--- src/rtl/arb_pkg.sv ---
// -----------------------------------------------------------------------------
// arb_pkg
// Shared types and helpers for the round-robin stream arbiter.
//   arb_state_e   : controller state (IDLE = no packet open, LOCKED = packet
//                   owned by one requester until its last beat).
//   calc_id_width : width of a requester index, never less than one bit.
// -----------------------------------------------------------------------------
package arb_pkg;

    typedef enum logic [0:0] {
        IDLE   = 1'b0,
        LOCKED = 1'b1
    } arb_state_e;

    // Smallest w >= 1 with 2**w >= num_req, for num_req in 1..16.
    function automatic int calc_id_width(input int num_req);
        int w;
        w = 1;
        for (int i = 1; i < 5; i++) begin
            if (int'(32'd1 << i) < num_req) begin
                w = i + 1;
            end
        end
        return w;
    endfunction

endpackage

--- src/rtl/arb_out_stage.sv ---
// -----------------------------------------------------------------------------
// arb_out_stage
// Single-entry elastic register. Accepts a new word whenever it is empty or
// the downstream side is consuming the current word, so it sustains one word
// per cycle. Contents only change on an accepted input word.
//   clk_i, reset_i      : clock, asynchronous active-high reset
//   in_valid_i/in_ready_o/in_data_i    : upstream handshake and payload
//   out_valid_o/out_ready_i/out_data_o : downstream handshake and payload
// -----------------------------------------------------------------------------
module arb_out_stage #(
    parameter int Width = 8
) (
    input  logic             clk_i,
    input  logic             reset_i,
    input  logic             in_valid_i,
    output logic             in_ready_o,
    input  logic [Width-1:0] in_data_i,
    output logic             out_valid_o,
    output logic [Width-1:0] out_data_o,
    input  logic             out_ready_i
);

    logic             valid_q;
    logic [Width-1:0] data_q;

    // in_ready_o never depends on in_valid_i, so no combinational loop upstream.
    assign in_ready_o  = ~valid_q | out_ready_i;
    assign out_valid_o = valid_q;
    assign out_data_o  = data_q;

    // Occupancy flag and payload register; payload loads only on a transfer.
    always_ff @(posedge clk_i or posedge reset_i) begin
        if (reset_i) begin
            valid_q <= 1'b0;
            data_q  <= {Width{1'b0}};
        end else if (in_ready_o) begin
            valid_q <= in_valid_i;
            if (in_valid_i) begin
                data_q <= in_data_i;
            end
        end
    end

endmodule

--- src/rtl/rr_stream_arbiter.sv ---
// -----------------------------------------------------------------------------
// rr_stream_arbiter
// Packet-aware round-robin arbiter merging NumReq valid/ready streams into one.
// A multi-beat packet locks the grant to its owner until the beat with last
// set; single-beat packets and packet ends advance the round-robin pointer.
// Output beats pass through a one-entry register stage (latency 1 cycle).
//   clk_i, reset_i         : clock, asynchronous active-high reset
//   data_i/valid_i/last_i  : per-requester payload, beat valid, end-of-packet
//   ready_o                : per-requester beat accept (at most one bit high)
//   valid_o/data_o/last_o  : merged output beat
//   id_o                   : index of the requester that sourced the beat
//   ready_i                : downstream accept
// -----------------------------------------------------------------------------
module rr_stream_arbiter
    import arb_pkg::*;
#(
    parameter  int NumReq    = 4,
    parameter  int DataWidth = 8,
    localparam int IdWidth   = calc_id_width(NumReq)
) (
    input  logic                             clk_i,
    input  logic                             reset_i,
    input  logic [NumReq-1:0][DataWidth-1:0] data_i,
    input  logic [NumReq-1:0]                valid_i,
    input  logic [NumReq-1:0]                last_i,
    output logic [NumReq-1:0]                ready_o,
    output logic                             valid_o,
    output logic [DataWidth-1:0]             data_o,
    output logic                             last_o,
    output logic [IdWidth-1:0]               id_o,
    input  logic                             ready_i
);

    localparam int StageWidth = DataWidth + 1 + IdWidth;

    arb_state_e             state_q;
    logic [IdWidth-1:0]     ptr_q;
    logic [IdWidth-1:0]     owner_q;

    logic [NumReq-1:0]      hi_req_s;
    logic [IdWidth-1:0]     hi_idx_s;
    logic [IdWidth-1:0]     lo_idx_s;
    logic [IdWidth-1:0]     grant_s;
    logic                   grant_en_s;
    logic                   stage_ready_s;
    logic                   xfer_s;
    logic [DataWidth-1:0]   sel_data_s;
    logic                   sel_last_s;
    logic [StageWidth-1:0]  stage_in_s;
    logic [StageWidth-1:0]  stage_out_s;

    function automatic logic [IdWidth-1:0] wrap_inc(input logic [IdWidth-1:0] idx);
        return (idx == IdWidth'(NumReq - 1)) ? {IdWidth{1'b0}} : idx + 1'b1;
    endfunction

    // Round-robin search: the lowest valid index at or above ptr_q wins,
    // otherwise wrap to the lowest valid index overall.
    always_comb begin
        hi_req_s = {NumReq{1'b0}};
        hi_idx_s = {IdWidth{1'b0}};
        lo_idx_s = {IdWidth{1'b0}};
        for (int i = NumReq - 1; i >= 0; i--) begin
            hi_req_s[i] = valid_i[i] & (IdWidth'(i) >= ptr_q);
            lo_idx_s    = valid_i[i]  ? IdWidth'(i) : lo_idx_s;
            hi_idx_s    = hi_req_s[i] ? IdWidth'(i) : hi_idx_s;
        end
    end

    // Grant selection: an open packet holds the grant on its owner even while
    // the owner has no beat ready, so no other requester can slip in.
    always_comb begin
        if (state_q == LOCKED) begin
            grant_s    = owner_q;
            grant_en_s = 1'b1;
        end else begin
            grant_s    = (|hi_req_s) ? hi_idx_s : lo_idx_s;
            grant_en_s = |valid_i;
        end
    end

    // One-hot ready toward the granted requester and payload mux.
    always_comb begin
        ready_o    = {NumReq{1'b0}};
        sel_data_s = {DataWidth{1'b0}};
        sel_last_s = 1'b0;
        for (int i = 0; i < NumReq; i++) begin
            ready_o[i] = grant_en_s & stage_ready_s & ~reset_i & (grant_s == IdWidth'(i));
            sel_data_s = (grant_s == IdWidth'(i)) ? data_i[i] : sel_data_s;
            sel_last_s = (grant_s == IdWidth'(i)) ? last_i[i] : sel_last_s;
        end
        xfer_s = |(ready_o & valid_i);
    end

    // Packet lock controller and round-robin pointer.
    always_ff @(posedge clk_i or posedge reset_i) begin
        if (reset_i) begin
            state_q <= IDLE;
            ptr_q   <= {IdWidth{1'b0}};
            owner_q <= {IdWidth{1'b0}};
        end else if (xfer_s) begin
            case (state_q)
                IDLE: begin
                    if (sel_last_s) begin
                        ptr_q <= wrap_inc(grant_s);
                    end else begin
                        state_q <= LOCKED;
                        owner_q <= grant_s;
                    end
                end
                LOCKED: begin
                    if (sel_last_s) begin
                        state_q <= IDLE;
                        ptr_q   <= wrap_inc(owner_q);
                    end
                end
                default: begin
                    state_q <= IDLE;
                end
            endcase
        end
    end

    assign stage_in_s = {sel_data_s, sel_last_s, grant_s};

    arb_out_stage #(
        .Width (StageWidth)
    ) u_out_stage (
        .clk_i       (clk_i),
        .reset_i     (reset_i),
        .in_valid_i  (xfer_s),
        .in_ready_o  (stage_ready_s),
        .in_data_i   (stage_in_s),
        .out_valid_o (valid_o),
        .out_data_o  (stage_out_s),
        .out_ready_i (ready_i)
    );

    assign {data_o, last_o, id_o} = stage_out_s;

endmodule

--- config.mk ---
export PLATFORM = sky130hd
export DESIGN_NAME = rr_stream_arbiter
export DESIGN_NICKNAME = d
export VERILOG_FILES = /design/src/rtl/arb_pkg.sv /design/src/rtl/arb_out_stage.sv /design/src/rtl/rr_stream_arbiter.sv
export SDC_FILE = /design/constraint.sdc
export NUM_CORES = 1
export LEC_CHECK = 0
export CORE_AREA = 2 2 69 71
export CTS_CLUSTER_SIZE = 40
export DETAILED_ROUTE_END_ITERATION = 6
export DIE_AREA = 0 0 71 73
export PLACE_DENSITY = 0.63
export SLEW_MARGIN = 20
export SYNTH_ARGS = -nofsm -noshare
export SYNTH_HDL_FRONTEND = slang
export SYNTH_SLANG_ARGS = --single-unit
--- constraint.sdc ---
create_clock -name clk_i -period 3.53 [get_ports clk_i]
set_clock_uncertainty 0.2 [all_clocks]
set_input_delay 0.706 -clock clk_i [delete_from_list [all_inputs] [get_ports clk_i]]
set_output_delay 0.706 -clock clk_i [all_outputs]
set_load 0.005 [all_outputs]
; After elaboration in Yosys (flattened, before gate mapping)
; Cells that the tools add are included.
[word_totals]
reg_bits = 17
in_bits = 43
wordCells = 65
[op_classes]
addsub = 2
n_lt_le_gt_ge = 4
eq_ne = 6
muxes = 25
n_bitwise = 16
reduce_logical = 7
[ops]
columns = cell, count
row1 = two-way mux 8 bit, 4
row2 = two-way mux 2 bit, 14
row3 = OR reduction 4 bit, 3
row4 = bitwise AND 1 bit, 10
row5 = equality test 2 bit (second input constant), 3
row6 = two-way mux 1 bit, 6
row7 = AND reduction 3 bit, 2
row8 = adder 2 x 1 -> 2 bit (second input constant), 2
row9 = bitwise AND 4 bit, 1
row10 = greater-or-equal comparator 1 x 2 -> 1 bit (first input constant), 2
row11 = greater-or-equal comparator 2 bit (first input constant), 2
row12 = inverter 1 bit, 4
row13 = case mux 2 bit (2 select lines), 1
row14 = equality test 2 x 1 -> 1 bit (second input constant), 1
row15 = zero test 2 bit, 1
row16 = inequality test 2 x 1 -> 1 bit (second input constant), 1
row17 = inequality test 2 bit (second input constant), 1
row18 = AND reduction 2 bit, 1
row19 = OR 1 bit, 1

; Depth between registers and ports, before layout
; Gate-level depths: netlist of run 1.
[logic_depth]
ltp_word = 15
mapped_depth = 11
depth_no_buf = 9

; Cells and area by module
; A second synthesis of run 1 with hierarchy kept.
[hier_totals]
hier_cells = 132
hier_area_um2 = 1287.5
[by_module_without_submodules]
columns = mod, n_inst, cells_per_inst, area_per_inst_um2, seq_area_each_um2
row1 = rr_stream_arbiter, 1, 104, 769.5, 125.1
row2 = arb_out_stage, 1, 28, 518.0, 300.3

; Worst setup path before layout of run 1
; No wires, ideal clock.
[synth_path]
path_type = input port to flip-flop
start = in valid_i[0]
end = reg owner_q[0]
arrival_time_ps = 2805
t_required_ps = 3205
slack_ps = 400
cell_stages = 10
n_path_buf = 1
cell_sequence = o211ai_1 > a21oi_1 > o31ai_1 > inv_1 > ha_1 > buf_2 > a211oi_1 > a211oi_2 > and4bb_1 > mux2_2
[synth_between]
elab_chain_cells = 11
elab_cells_between_ends = 26
[synth_lines]
columns = element, line_no
row1 = start: declaration, rr_stream_arbiter.sv:24  ; input logic [NumReq-1:0] valid_i,
row2 = bitwise AND 1 bit, rr_stream_arbiter.sv:63  ; hi_req_s[i] = valid_i[i] & (IdWidth'(i) >= ptr_q);
row3 = OR reduction 4 bit or two-way mux 2 bit (tied branches), "rr_stream_arbiter.sv:76, rr_stream_arbiter.sv:65"
row4 = two-way mux 2 bit (*), rr_stream_arbiter.sv:76  ; grant_s = (|hi_req_s) ? hi_idx_s : lo_idx_s;
row5 = two-way mux 2 bit (*), rr_stream_arbiter.sv:72  ; if (state_q == LOCKED) begin
row6 = via grant_s[1], rr_stream_arbiter.sv:43  ; logic [IdWidth-1:0] grant_s;
row7 = zero test 2 bit, "rr_stream_arbiter.sv:87, rr_stream_arbiter.sv:89"
row8 = two-way mux 1 bit (4 in series), rr_stream_arbiter.sv:89  ; sel_last_s = (grant_s == IdWidth'(i)) ? last_i[i] : sel_last_s;
row9 = inverter 1 bit (no line), -
row10 = AND reduction 3 bit (no line) (*), -
row11 = end signal: assignment, rr_stream_arbiter.sv:99  ; owner_q <= {IdWidth{1'b0}};
row12 = end signal: assignment, rr_stream_arbiter.sv:107  ; owner_q <= grant_s;
row13 = end: declaration, rr_stream_arbiter.sv:38  ; logic [IdWidth-1:0] owner_q;
; The timed path passes the listed nets; every way through them passes the cells marked *.
; A chain may end at the register's enable or synchronous reset.

; Worst setup path after layout of run 1
[layout_path]
start = in valid_i[3]
end = out ready_o[3]
[layout_between]
elab_chain_cells = 9
elab_cells_between_ends = 18
[layout_lines]
columns = element, line_no
row1 = bitwise AND 1 bit, rr_stream_arbiter.sv:63
row2 = two-way mux 2 bit (4 in series), rr_stream_arbiter.sv:65  ; hi_idx_s = hi_req_s[i] ? IdWidth'(i) : hi_idx_s;
row3 = two-way mux 2 bit (*), rr_stream_arbiter.sv:76
row4 = two-way mux 2 bit (*), rr_stream_arbiter.sv:72
row5 = via grant_s[0], rr_stream_arbiter.sv:43
row6 = equality test 2 bit (*), rr_stream_arbiter.sv:87  ; ready_o[i] = grant_en_s & stage_ready_s & ~reset_i & (grant_s == IdWidth'(i));
row7 = bitwise AND 1 bit (*), rr_stream_arbiter.sv:87
row8 = end: declaration, rr_stream_arbiter.sv:26  ; output logic [NumReq-1:0] ready_o,
; Marks and branches as above.

==> metrics.md, run 1 <==
| Metric | Value |
|---|---|
| GPL Wtd Cong | `0.825` |
| Number of port buffers | `58` |
| Root Buffer Master | `clkbuf_8` |
| Layout cells sized above 1 | `24.4%` |
| PD cells | `809 nW/um^2` |
| Clk buf depth | `2` |
| Remaining Overflow, GRT | `0` |
| Die W | `71 um` |
| Slowest CP cell | `clkdlybuf4s50_1` |
| Total GRT Usage | `15.0%` |
| Crit share post-route | `97.5%` |
| Die area | `5180 um^2` |
| Clock latency on the worst-skew pair | `0.25 ns` |
| Drt wl/cell | `13.8 um` |
| Top delay family on crit path | `buffers and inverters` |
| Critical Path AT | `2.54 ns` |
| Vias per cell | `4.77` |
| Sequential fraction of the synthesis area | `32.8%` |
| Final antenna-violating net count | `0` |
| Tmin final | `3.44 ns` |
| CP Cell Sequence | `clkdlybuf4s50_1 > nand2b_4 > a21oi_1 > o41ai_2 > buf_4 > buf_4 > ha_1 > and2_1 > dlygate4sd2_1` |
| Syn Inst Count | `140` |
| Most used cell, CP | `buf_4` |
| Slew headroom | `55.0%` |
| Max Freq | `291 MHz` |
| Max Cap Viol | `0` |
| DR iter-0 viols | `59` |
| Clock Pin Slew Worst Setup and Hold Paths | `0.07 ns` |
| Post-route DRC | `0` |
| Commonest non-fill, non-tap cell in the layout | `clkdlybuf4s50_1` |
| Delay of the slowest critical-path stage | `0.48 ns` |
| Worst Path Required | `2.62 ns` |
| Syn_nets | `188` |
| H-tree levels | `1` |
| Core area | `4540 um^2` |
| Synth async-reset ratio | `100%` |
| CTS tree | `done` |
| Post-Route WL | `3800 um` |
| # setup viols final | `0` |
| Die Ht | `73 um` |
| Post-cts hold buffer count | `0` |
| Max VDD drop | `0.000335 V` |
| Fin worst setup slack | `0.0885 ns` |
| Syn avg cell area | `9.26 um^2` |
| Vias in the first global route | `1,289` |
| Io pins | `59` |
| Nets | `270` |
| Hold Path Class | `flop to flop` |
| Setup TNS Final | `0 ns` |
| Area Overhead vs Synth | `66.5%` |
| R2R setup slack | `0.55 ns` |
| DRT Pass-1 Iters | `4` |
| Initial antenna violation count | `0` |
| Status | `completed` |
| Synthesis Warnings | `0` |
| # diodes | `0` |
| Crit path launch type | `primary input` |
| Crit Path Max Fanout | `2` |
| Lkg Pwr | `1.04 nW` |
| Synth Register Bits | `17` |
| TritonCTS Buffers | `3` |
| Routed via count | `1,313` |
| Final hold vios | `0` |
| Post-DP HPWL | `2770 um` |
| Most frequent cells in the layout | `51 x clkdlybuf4s50_1, 28 x buf_4, 20 x a21oi_1` |
| Largest net degree at the start of global routing | `21` |
| Synth Cell Area | `1300 um^2` |
| Crit path buf inv count | `4` |
| Slew Limit Fails | `0` |
| Global-route wire length before repair | `6170 um` |
| Ys flop type | `dfrtp_1` |
| Synth cell types | `37` |
| Worst setup EP type | `output port` |
| Initial Util | `28.6%` |
| FP Rows | `25` |
| Setup Crit Path Kind | `primary input to output port` |
| Worst Tran Pin Value | `0.674 ns` |
| Place WS | `-0.140 ns` |
| Number of flops mapped to enable cells by yosys | `0` |
| Number of clock sinks | `17` |
[worst paths after layout]
kind	to	cells after the start	start
worst max-delay path	ready_o[3]	9	valid_i[3]
worst min register to register	u_out_stage.out_data_o[2]	1	u_out_stage.out_data_o[2]
min in group asynchronous	u_out_stage.out_data_o[0]	2	reset_i
worst min-delay path	u_out_stage.out_data_o[2]	1	u_out_stage.out_data_o[2]
max in group asynchronous	u_out_stage.out_data_o[3]	2	reset_i
worst max register to register	u_out_stage.out_data_o[9]	13	ptr_q[0]
[where the power goes]
group          internal (mW)  switching (mW)
clock                 0.0801          0.0695
sequential             0.289          0.0689
combinational          0.712           0.527
total                   1.08           0.666
[sequential cells by signal, summed over array words and instances, names as in the netlist]
register                 count
u_out_stage.out_data_o      11
owner_q                      2
ptr_q                        2
state_q                      1
u_out_stage.out_valid_o      1
[stage by stage]
step / instances / hold WS, ns / area [um^2] / utilization (%) / power, mW
finish: 275 / 0.292 / 2160 / 47.6 / 1.75
global placement: 263 / 0.275 / 2040 / 45.0 / 1.51
global route: 275 / 0.308 / 2160 / 47.6 / 1.91
CTS: 274 / 0.295 / 2130 / 47.0 / 1.72
floorplan: 140 / 0.288 / 1300 / - / 1.09
detailed placement: 263 / 0.278 / 2040 / 45.0 / 1.51
[cells in the mapped netlist (2+ instances only)]
cell type	count	area (um^2)
a22oi_1	2	15.0
a22o_1	8	70.1
nand2_1	11	41.3
inv_1	15	56.3
buf_2	5	25.0
nor2b_1	2	12.5
o21ai_0	8	40.0
mux2_1	2	22.5
and2_1	4	25.0
mux2_4	5	75.1
mux2_2	5	56.3
ha_1	5	62.6
o2111ai_1	2	17.5
a21oi_1	20	100
nand2b_1	5	31.3
dfrtp_1	17	425
mux2i_1	3	30.0
buf_6	2	22.5
[what timing repair did]
item / CTS / global route
pin swaps: 3 / 4
setup buffers: 7 / 1
setup endpoints to repair: 4 / 3
resized for setup: 7 / 7
[per-layer routing]
layer / wire length, um / vias to the layer above / share of wire (%) / global-route usage, %
li1: - / 655 / - / -
met1: 1660 / 606 / 44 / 19.3
met2: 1880 / 50 / 50 / 26.2
met3: 223 / 2 / 5.9 / 1.93
met4: 31 / 0 / 0.82 / 4.40
met5: 0 / - / 0 / 0
[cell type report]
type / instances / area (um^2)
clock buffers: 4 / 45.0
fillers: 431 / 2380
inverters: 15 / 56.3
multi-input cells: 99 / 782
flip-flops and latches: 17 / 425
well taps: 54 / 67.6
repair buffers: 86 / 782
[kinds of logic after synthesis]
kind of cell             after synthesis  synth area share (%)
AO/OA/AOI/OAI                         49                  26.1
adder cells (fa/ha/maj)                5                  4.83
buffers and inverters                 24                  8.59
flip-flops                            17                  32.8
multiplexers                          15                  14.2
AND/OR/NAND/NOR                       30                  13.5
No activity file was read; power rests on OpenSTA's default activity.
==> run 2, diff against run 1 <==
- CTS_BUF_LIST: unset -> sky130_fd_sc_hd__clkbuf_4 sky130_fd_sc_hd__clkbuf_8
==> metrics.md, run 2 (synthesis results as in run 1) <==
| Metric | Value |
|---|---|
| Post-route DRC | `0 (unchanged)` |
| Status | `completed` |
| Post-DP HPWL | `2770 um (unchanged)` |
| Worst Hold Depth | `1 (unchanged)` |
| Number of port buffers | `58 (unchanged)` |
| Post-layout util | `47.7% (+0.083 points)` |
| Most used cell, CP | `buf_4` |
| Crit Path Max Fanout | `2 (unchanged)` |
| Max VDD drop | `0.000338 V (+1.0%)` |
| Die Ht | `73 um (unchanged)` |
| Initial Util | `28.6% (unchanged)` |
| CP Cell Sequence | `clkdlybuf4s50_1 > nand2b_4 > a21oi_1 > o41ai_2 > buf_4 > buf_4 > ha_1 > and2_1 > dlygate4sd2_1` |
| Worst hold slack | `0.294 ns (+0.00115 ns)` |
| Hold Path Class | `flop to flop` |
| Top delay family on crit path | `buffers and inverters` |
| Vias in the first global route | `1,302 (+1.0%)` |
| Most frequent cells in the layout | `51 x clkdlybuf4s50_1, 28 x buf_4, 20 x a21oi_1` |
| Post-cts hold buffer count | `0 (unchanged)` |
| Worst Path Required | `2.62 ns (about the same)` |
| Place WS | `-0.140 ns (unchanged)` |
| Delay of the slowest critical-path stage | `0.48 ns (about the same)` |
| Clock Pin Slew Worst Setup and Hold Paths | `0.07 ns (about the same)` |
| Core area | `4540 um^2 (unchanged)` |
| Post-Route WL | `3840 um (+1.2%)` |
| Crit path buf inv count | `4 (unchanged)` |
| Post-Place Cell Area | `2040 um^2 (unchanged)` |
| Largest net degree at the start of global routing | `21 (unchanged)` |
| Drt wl/cell | `14.0 um (+1.2%)` |
| Final Cell Area | `2160 um^2 (+0.17%)` |
| Remaining Overflow, GRT | `0 (unchanged)` |
| Slew headroom | `56.3% (+1.3 points)` |
| DR iter-0 viols | `49 (-17%)` |
| Setup TNS Final | `0 ns (unchanged)` |
| Final antenna-violating net count | `0 (unchanged)` |
| Tmin final | `3.44 ns (+0.00233 ns)` |
| PD cells | `813 nW/um^2 (+0.48%)` |
| Total GRT Usage | `15.1% (+0.087 points)` |
| Layout cells sized above 1 | `24.9% (+0.45 points)` |
| Pwr Total | `1.76 mW (+0.66%)` |
| Root Buffer Master | `clkbuf_8` |
| Area Overhead vs Synth | `66.8%` |
| Routed via count | `1,314 (+0.076%)` |
| Global-route wire length before repair | `6220 um (+0.89%)` |
| Die W | `71 um (unchanged)` |
| Final hold vios | `0 (unchanged)` |
| Clk buf depth | `2 (unchanged)` |
| Max Cap Viol | `0 (unchanged)` |
| Number of clock sinks | `17 (unchanged)` |
| Slew Limit Fails | `0 (unchanged)` |
| Crit share post-route | `97.6% (about the same)` |
| DRT Pass-1 Iters | `4 (unchanged)` |
| Worst Tran Pin Value | `0.655 ns (-0.0190 ns)` |
| CTS tree | `done` |
| Slowest CP cell | `clkdlybuf4s50_1` |
| GPL Wtd Cong | `0.825 (unchanged)` |
| # diodes | `0 (unchanged)` |
| FP Rows | `25 (unchanged)` |
| Dpl cells | `263 (unchanged)` |
| Io pins | `59 (unchanged)` |
| Critical Path AT | `2.54 ns (about the same)` |
| H-tree levels | `1 (unchanged)` |
| Initial antenna violation count | `0 (unchanged)` |
| Setup Crit Path Kind | `primary input to output port` |
| Nets | `270 (unchanged)` |
| Crit path launch type | `primary input` |
| TritonCTS Buffers | `3 (unchanged)` |
| Die area | `5180 um^2 (unchanged)` |
| Number of flip-flops in the largest register | `11 (unchanged)` |
| Fin worst setup slack | `0.0862 ns (-0.00233 ns)` |
| WP depth | `9 (unchanged)` |
| Fill cell count | `431 (unchanged)` |
| Cells on worst reg2reg path | `13 (unchanged)` |
| Max Freq | `290 MHz (about the same)` |
| Lkg Pwr | `1.04 nW (+0.33%)` |
| Vias per cell | `4.78 (about the same)` |
| Commonest non-fill, non-tap cell in the layout | `clkdlybuf4s50_1` |
| Final Non-Filler Cells | `275 (unchanged)` |
| Clock latency on the worst-skew pair | `0.25 ns (about the same)` |
| # setup viols final | `0 (unchanged)` |
| Worst setup EP type | `output port` |
run 2: power by group:
part / switching [mW] / internal (mW)
Sequential: 0.0707 / 0.289
Clock: 0.0709 / 0.0878
Combinational: 0.528 / 0.711
run 2: timing repair:
action,CTS,global route
setup buffers,7,1
setup endpoints to repair,4,3
pin swaps,3,3
gates resized for setup,7,7
run 2: area by class of cell:
cell class / count / area, um^2 / area share (%)
repair buffers: 86 / 782 / 36.2
clock buffers: 4 / 48.8 / 2.26
well taps: 54 / 67.6 / 3.13
flip-flops and latches: 17 / 425 / 19.7
inverters: 15 / 56.3 / 2.60
multi-input cells: 99 / 782 / 36.2
run 2: metal layers:
metal	wire length [um]	global-route usage (%)	up-vias	share of wire (%)
met5	0	0	-	0
met4	31	4.40	0	0.81
met3	178	1.93	2	4.6
met2	1910	26.6	36	50
met1	1730	19.3	621	45
li1	-	-	655	-
run 2: worst register-to-register path, stage by stage, from the launching register on:
cell and delay, ns:
dfrtp_1 0.41, nand2b_1 0.18, buf_4 0.15, a21oi_1 0.14
o31ai_1 0.09, buf_4 0.15, buf_4 0.14, ha_2 0.18
buf_4 0.13, buf_4 0.13, a211oi_2 0.23, a211oi_2 0.11
and4bb_1 0.31, mux2_2 0.34
run 2: final timing paths:
path	startpoint	to	slack [ns]
worst min-delay path	u_out_stage.out_data_o[2]	u_out_stage.out_data_o[2]	0.29
worst max register to register	ptr_q[0]	owner_q[0]	0.52
worst max-delay path	valid_i[3]	ready_o[3]	0.09
worst min register to register	u_out_stage.out_data_o[2]	u_out_stage.out_data_o[2]	0.29
max in group asynchronous	reset_i	u_out_stage.out_data_o[3]	1.98
min in group asynchronous	reset_i	u_out_stage.out_valid_o	0.73
==> run 3, diff against run 2 <==
- SLEW_MARGIN: 20 -> unset
==> results of run 3 <==
Final layout, timing and power as in run 2 (identical DEF).
